$ cat config.mk
export PLATFORM = sky130hd
export DESIGN_NAME = score_display_scheduler
export DESIGN_NICKNAME = d
export VERILOG_FILES = /design/src/rtl/score_display_scheduler.sv
export SDC_FILE = /design/constraint.sdc
export NUM_CORES = 1
export LEC_CHECK = 0
export CELL_PAD_IN_SITES_DETAIL_PLACEMENT = 1
export CELL_PAD_IN_SITES_GLOBAL_PLACEMENT = 1
export CORE_MARGIN = 2
export CORE_UTILIZATION = 35
export DETAILED_ROUTE_END_ITERATION = 8
export PLACE_DENSITY = 0.86
export SLEW_MARGIN = 10
export SYNTH_ARGS = -nofsm -noshare
export SYNTH_HDL_FRONTEND = slang
export SYNTH_SLANG_ARGS = --single-unit
$ cat constraint.sdc
create_clock -name clk -period 2.65 [get_ports clk]
set_input_delay 0.3975 -clock clk [delete_from_list [all_inputs] [get_ports clk]]
set_output_delay 0.3975 -clock clk [all_outputs]
set_load 0.05 [all_outputs]
$ cat src/rtl/score_display_scheduler.sv
// score_display_scheduler
// Rotates the player and dealer hand totals on a double 7-segment display
// and breaks into that rotation to flash each newly dealt card value.
// A single 26-bit down-counter times both the dwell and the flash periods.
module score_display_scheduler #(
    parameter int DWELL     = 25_000_000,
    parameter int FLASH_LEN = 12_500_000
) (
    input  logic       clk,
    input  logic       reset,
    input  logic       enable,
    input  logic [5:0] player_score,
    input  logic [5:0] dealer_score,
    input  logic       dealer_visible,
    input  logic       card_req,
    input  logic [5:0] card_value,
    output logic       card_ack,
    output logic [5:0] disp_value,
    output logic [1:0] disp_sel,
    output logic       blank
);

    // State codes match the disp_sel source encoding, so the state register
    // itself drives disp_sel.
    localparam logic [1:0] S_PLAYER = 2'b00;
    localparam logic [1:0] S_DEALER = 2'b01;
    localparam logic [1:0] S_CARD   = 2'b10;
    localparam logic [1:0] S_IDLE   = 2'b11;

    localparam logic [25:0] DWELL_M1 = 26'(DWELL - 1);
    localparam logic [25:0] FLASH_M1 = 26'(FLASH_LEN - 1);

    localparam logic [5:0] MAX_SHOWN = 6'd39;

    // Display holds two digits; anything above 39 is clamped.
    function automatic logic [5:0] sat(input logic [5:0] x);
        return (x > MAX_SHOWN) ? MAX_SHOWN : x;
    endfunction

    logic [1:0]  state_q, state_d;
    logic [1:0]  ret_q,   ret_d;
    logic [25:0] cnt_q,   cnt_d;
    logic        ack_q,   ack_d;
    logic [5:0]  value_q, value_d;
    logic        blank_q, blank_d;

    logic        cnt_zero;
    assign cnt_zero = (cnt_q == 26'd0);

    // Next-state, counter and return-state selection in priority order:
    // enable low, accepted card request, dealer hidden, counter expiry.
    always_comb begin
        state_d = state_q;
        ret_d   = ret_q;
        cnt_d   = cnt_q;
        ack_d   = 1'b0;
        if (!enable) begin
            // Abandon everything, including a flash in progress; no ack.
            state_d = S_IDLE;
            cnt_d   = 26'd0;
        end else begin
            case (state_q)
                S_IDLE: begin
                    state_d = S_PLAYER;
                    cnt_d   = DWELL_M1;
                end
                S_PLAYER, S_DEALER: begin
                    if (card_req) begin
                        state_d = S_CARD;
                        ret_d   = state_q;
                        cnt_d   = FLASH_M1;
                        ack_d   = 1'b1;
                    end else if (state_q == S_DEALER && !dealer_visible) begin
                        state_d = S_PLAYER;
                        cnt_d   = DWELL_M1;
                    end else if (cnt_zero) begin
                        cnt_d = DWELL_M1;
                        if (state_q == S_PLAYER)
                            state_d = dealer_visible ? S_DEALER : S_PLAYER;
                        else
                            state_d = S_PLAYER;
                    end else begin
                        cnt_d = cnt_q - 26'd1;
                    end
                end
                S_CARD: begin
                    // Requests are never taken here, so a request still held
                    // on the return edge is taken one cycle later.
                    if (cnt_zero) begin
                        state_d = ret_q;
                        cnt_d   = DWELL_M1;
                    end else begin
                        cnt_d = cnt_q - 26'd1;
                    end
                end
                default: begin
                    state_d = S_IDLE;
                    cnt_d   = 26'd0;
                end
            endcase
        end
    end

    // Output values are derived from the state being entered so the
    // registered outputs describe the state held after the edge.
    always_comb begin
        value_d = value_q;
        blank_d = 1'b0;
        case (state_d)
            S_PLAYER: value_d = sat(player_score);
            S_DEALER: value_d = sat(dealer_score);
            S_CARD:   value_d = ack_d ? sat(card_value) : value_q;
            default: begin
                value_d = 6'd0;
                blank_d = 1'b1;
            end
        endcase
    end

    // State, counter and output registers with synchronous reset.
    always_ff @(posedge clk) begin
        if (reset) begin
            state_q <= S_IDLE;
            ret_q   <= S_PLAYER;
            cnt_q   <= 26'd0;
            ack_q   <= 1'b0;
            value_q <= 6'd0;
            blank_q <= 1'b1;
        end else begin
            state_q <= state_d;
            ret_q   <= ret_d;
            cnt_q   <= cnt_d;
            ack_q   <= ack_d;
            value_q <= value_d;
            blank_q <= blank_d;
        end
    end

    assign card_ack   = ack_q;
    assign disp_value = value_q;
    assign disp_sel   = state_q;
    assign blank      = blank_q;

endmodule

==> Word level (Yosys, flattened, before mapping) <==
Index checks and enable logic that the tools add are counted.
{ "word_totals": {"register_bits": 38, "inputBits": 23, "output_inout_bits": 10, "wordCells": 47} }
{ "classes": {"n_addsub": 1, "magnitude_cmp": 3, "eq_ne": 6, "muxes": 21, "n_bitwise": 1, "reduce_logical": 9} }
{ "ops": {"columns": ["operator", "n"], "rows": [
  ["$mux W26", 3],
  ["$pmux W26 S3", 1],
  ["$logic_not A26 Y1", 1],
  ["$sub A26 B1 Y26 const B", 1],
  ["$mux W6", 4],
  ["$gt A6 B6 Y1 const B", 3],
  ["$pmux W6 S3", 1],
  ["$mux W2", 5],
  ["$eq A2 B2 Y1 const B", 3],
  ["$mux W1", 6],
  ["$pmux W2 S3", 1],
  ["$eq A2 B1 Y1 const B", 2],
  ["$logic_not A2 Y1", 2],
  ["$reduce_or A2 Y1", 2],
  ["$reduce_and A3 Y1", 1],
  ["$reduce_or A3 Y1", 1],
  ["$ne A2 B2 Y1 const B", 1],
  ["$logic_and A1 B1 Y1", 1],
  ["$logic_not A1 Y1", 1],
  ["$not A1 Y1", 1]
]} }

==> Logic depth before layout (Yosys ltp) <==
Gate-level depths: netlist (run 1).
{ "logic_depth": {"ltp_word": 10, "depth_mapped": 11, "depth_no_buf": 8} }

==> Worst setup path after synthesis (run 1) <==
Ideal clock, no wire load.
{ "synth_path": {"path_kind": "reg2reg", "start": "register cnt_q[4]", "end": "register value_q[0], in the netlist disp_value[0]", "setup_time_ns": 0.116, "arrival_ns": 2.521, "required_ns": 2.534, "slack_ns": 0.013, "stages_incl_launch_ff": 9, "n_path_buf": 2, "synth_period_minus_slack_ns": 2.637, "cell_sequence": "dfxtp_1 -> or4_1 -> buf_2 -> nor4_1 -> and3_1 -> buf_6 -> mux2_4 -> or3_2 -> a31o_2"} }
{ "synth_between": {"elab_chain_cells": 8, "elab_cells_between_ends": 12, "cone_classes": "eq/ne: 3; mux: 7; reduce/logical: 2"} }
{ "synth_rtl": {"columns": ["element", "line", "rtl"], "rows": [
  ["start: declaration", "42", "logic [25:0] cnt_q, cnt_d;"],
  ["start signal: assignment", "132", "cnt_q <= cnt_d;"],
  ["$logic_not A26 Y1 *", "48", "assign cnt_zero = (cnt_q == 26'd0);"],
  ["$mux W2", "76", "end else if (cnt_zero) begin"],
  ["$mux W2", "73", "end else if (state_q == S_DEALER && !dealer_visible) begin"],
  ["$mux W2", "68", "if (card_req) begin"],
  ["$pmux W2 S3 *", "62", "case (state_q)"],
  ["$mux W2 *", "57", "if (!enable) begin"],
  ["$eq A2 B2 Y1, or another cell as far along", "109", "case (state_d)"],
  ["$pmux W6 S3 / $ne A2 B2 Y1 (equally long branches)", null, null],
  ["end signal: assignment", "134", "value_q <= value_d;"],
  ["end: declaration", "44", "logic [5:0] value_q, value_d;"]
]} }
Mark *: on every way between the ends. The rest lies on a longest branch, timed or not.
A chain may end at the register's enable or synchronous reset.

==> Worst setup path in the final report (run 1) <==
{ "layout_path": {"start": "register cnt_q[0]", "end": "register value_q[0], in the netlist disp_value[0]"} }
The elaborated chain is that of the path after synthesis.

==> impl_metrics.ini, run 1 <==
[timing]
fin_setup_tns_ns = 0
fin_crit_ns = 2.56
finalMaxSlewViolations = 0
tightestPinTransition_ns = 0.638
slew_headroom_pct = 57.1
final_hold_viol_count = 0
setup_violations = 0
finalHoldWorstSlack_ns = 0.463
finClkSkew_ns = 0.0108
fin_ws_ns = 0.0950
fmax_ghz = 0.391
period_share_pct = 96.4

[pwr]
p_per_area_nw_per_um2 = 558
p_total_mw = 1.34
p_leak_nw = 0.868
irDropWorstVdd_v = 0.000222

[clock_network]
cts_max_level = 2
post_cts_buffers = 0
tritoncts = yes
cts_resized = 0
clock_latency_ns = 0.29
cts.clk_slew.worst_paths_ns = 0.08
cts_hold_buffers = 0
cts_buffer_depth = 2
cts.sinks = 38
root_buffer = clkbuf_8
cts_buffers = 5

[critical_path]
cp.required_ns = 2.85
path_buf_inv = 1
crit_arrival_ns = 2.75
endpoint_kind = flop
crit_fanout = 7
slowest_delay_ns = 0.49
critPathTopFamily = simple AND/OR/NAND/NOR gates
crit_type = reg -> reg
r2r_setup_slack_ns = 0.09
start_kind = flop
crit_path_cell_trace = inv_1 > ha_2 > or3b_2 > nor2_2 > and3_4 > mux2_4 > or3_2 > a31o_2
critPathSlowestCell = or3b_2

[yosys]
syn_area_sq_um = 1840
async_reset_ff_share_pct = 0
synth-main-ff-cell = dfxtp_1
synth_edf_count = 0
yosys_warnings = 0
synth-seq-cells = 38
synth.avg_cell_area_sq_um = 8.62
ys_seq_area_share_pct = 41.4
synthCells = 213
synth.distinct_cells = 42
synthesis.nets = 237

[die]
ios = 33
die-area_sq_um = 5840
die_h_um = 76.4
die_w_um = 76.4
initial_core_util_pct = 36.2
fp.coreArea_sq_um = 5070
std_cell_rows = 26

[routing]
wl_per_cell_um = 15.4
drt-total-wl_um = 5010
vias = 1717
ant_nets = 0
drc = 0
vias_per_cell = 5.27
dr.first_iter.drc_count = 41
drtPass1Iterations = 4

[grt]
overflow = 0
grt_pass1_wl_um = 8600
grt_max_degree = 13
grt_usage_pct = 18.2
grt_pass1_vias = 1859
antenna_found_initial = 0

[place]
gp_congestion = 0.829
dpl_worst_slack_ns = 0.0251
dp_hpwl_um = 3780
port_buffers = 32

[hold_path]
hold_path.class = reg -> reg

[finish]
area_delta_synth_final_pct = 31.4
mostFrequentLayoutCells = dfxtp_1, clkdlybuf4s50_1, nor2_1, a21oi_1
final_common_cell = dfxtp_1
fin_nets = 279
diodes = 0
post_route_cells_drive_above_1_share_pct = 15.2

[job]
max_cap_violations = 0

[status]
status = completed
[registers in the layout, summed over array words and instances (netlist names)]
register    flops
blank           1
disp_sel        2
card_ack        1
ret_q           2
cnt_q          26
disp_value      6
[area by class of cell]
class,instances,area [sq um]
Clock buffer,6,82.6
Clock inverter,2,12.5
Fill cell,620,2660
Inverter,6,22.5
Multi-Input combinational cell,163,1060
Sequential cell,38,762
Tap cell,70,87.6
Timing Repair Buffer,41,388
[through the flow]
step | util (%) | cells | instance area [sq um]
2_1_floorplan | - | 213 | 1840
4_1_cts | 46.8 | 326 | 2370
3_5_place_dp | 44.9 | 318 | 2280
6_report | 47.5 | 326 | 2410
5_1_grt | 47.5 | 326 | 2410
3_3_place_gp | 44.9 | 318 | 2280
[worst min-delay path: cells and delay by family, from the launching register on]
| kind | cells | cell delay (ns) |
|---|---|---|
| DFF | 1 | 0.31 |
| AOI/OAI and AO/OA | 1 | 0.05 |
| and+or+nand+nor | 1 | 0.05 |
[routing by layer]
layer	global-route usage, %	up-vias	wire length (um)	part of all wire, %
li1	-	837	-	-
met5	0	-	0	0
met3	4.50	8	164	3.3
met1	20.6	844	2240	45
met4	6.73	0	96	1.9
met2	33.0	28	2500	50
[cell families (layout without fill, tap and decap cells)]
group / after synthesis / in the layout / share of synthesized area [%]
DFF: 38 / 38 / 41.4
muxes: 4 / 4 / 2.52
and+or+nand+nor: 89 / 89 / 26.5
buffers and inverters: 12 / 55 / 3.00
AOI/OAI and AO/OA: 48 / 48 / 15.8
adders and majority gates: 1 / 1 / 0.682
xor gates and xnor gates: 21 / 21 / 10.0
[report_power, final]
group	switching, mW	internal (mW)	leakage (nW)
Clock	0.212	0.209	0.0472
Sequential	0.0284	0.601	0.312
Combinational	0.156	0.139	0.508
[synthesized netlist by cell type (3+ instances only)]
cell | number | area [sq um]
xnor2_1 | 17 | 149
nand2b_1 | 6 | 37.5
xor2_1 | 4 | 35.0
nor2_1 | 21 | 78.8
a21oi_1 | 21 | 105
or3_2 | 3 | 22.5
nand2_1 | 17 | 63.8
clkbuf_1 | 3 | 11.3
nand3_1 | 4 | 20.0
dfxtp_1 | 38 | 761
or4_1 | 5 | 37.5
a31o_2 | 3 | 26.3
nor4_1 | 7 | 43.8
or2b_1 | 3 | 22.5
inv_1 | 6 | 22.5
o21ai_0 | 12 | 60.1
nor3_1 | 11 | 55.1
[final timing paths]
check                   startpoint                    endpoint  cells past startpoint
min reg2reg  ret_q[0]$_SDFFE_PP0P_       ret_q[0]$_SDFFE_PP0P_                      2
min          ret_q[0]$_SDFFE_PP0P_       ret_q[0]$_SDFFE_PP0P_                      2
max reg2reg    cnt_q[0]$_SDFF_PP0_  disp_value[0]$_SDFFE_PP0P_                      8
max            cnt_q[0]$_SDFF_PP0_  disp_value[0]$_SDFFE_PP0P_                      8
Power figures use the tool's default switching activity.
==> run 2, diff against run 1 <==
--- a/config.mk
+++ b/config.mk
@@ -5,6 +5,7 @@
 export SDC_FILE = /design/constraint.sdc
 export NUM_CORES = 1
 export LEC_CHECK = 0
+export CAP_MARGIN = 30
 export CELL_PAD_IN_SITES_DETAIL_PLACEMENT = 1
 export CELL_PAD_IN_SITES_GLOBAL_PLACEMENT = 1
 export CORE_MARGIN = 2
==> results of run 2 <==
Final layout, timing and power as in run 1 (identical DEF).
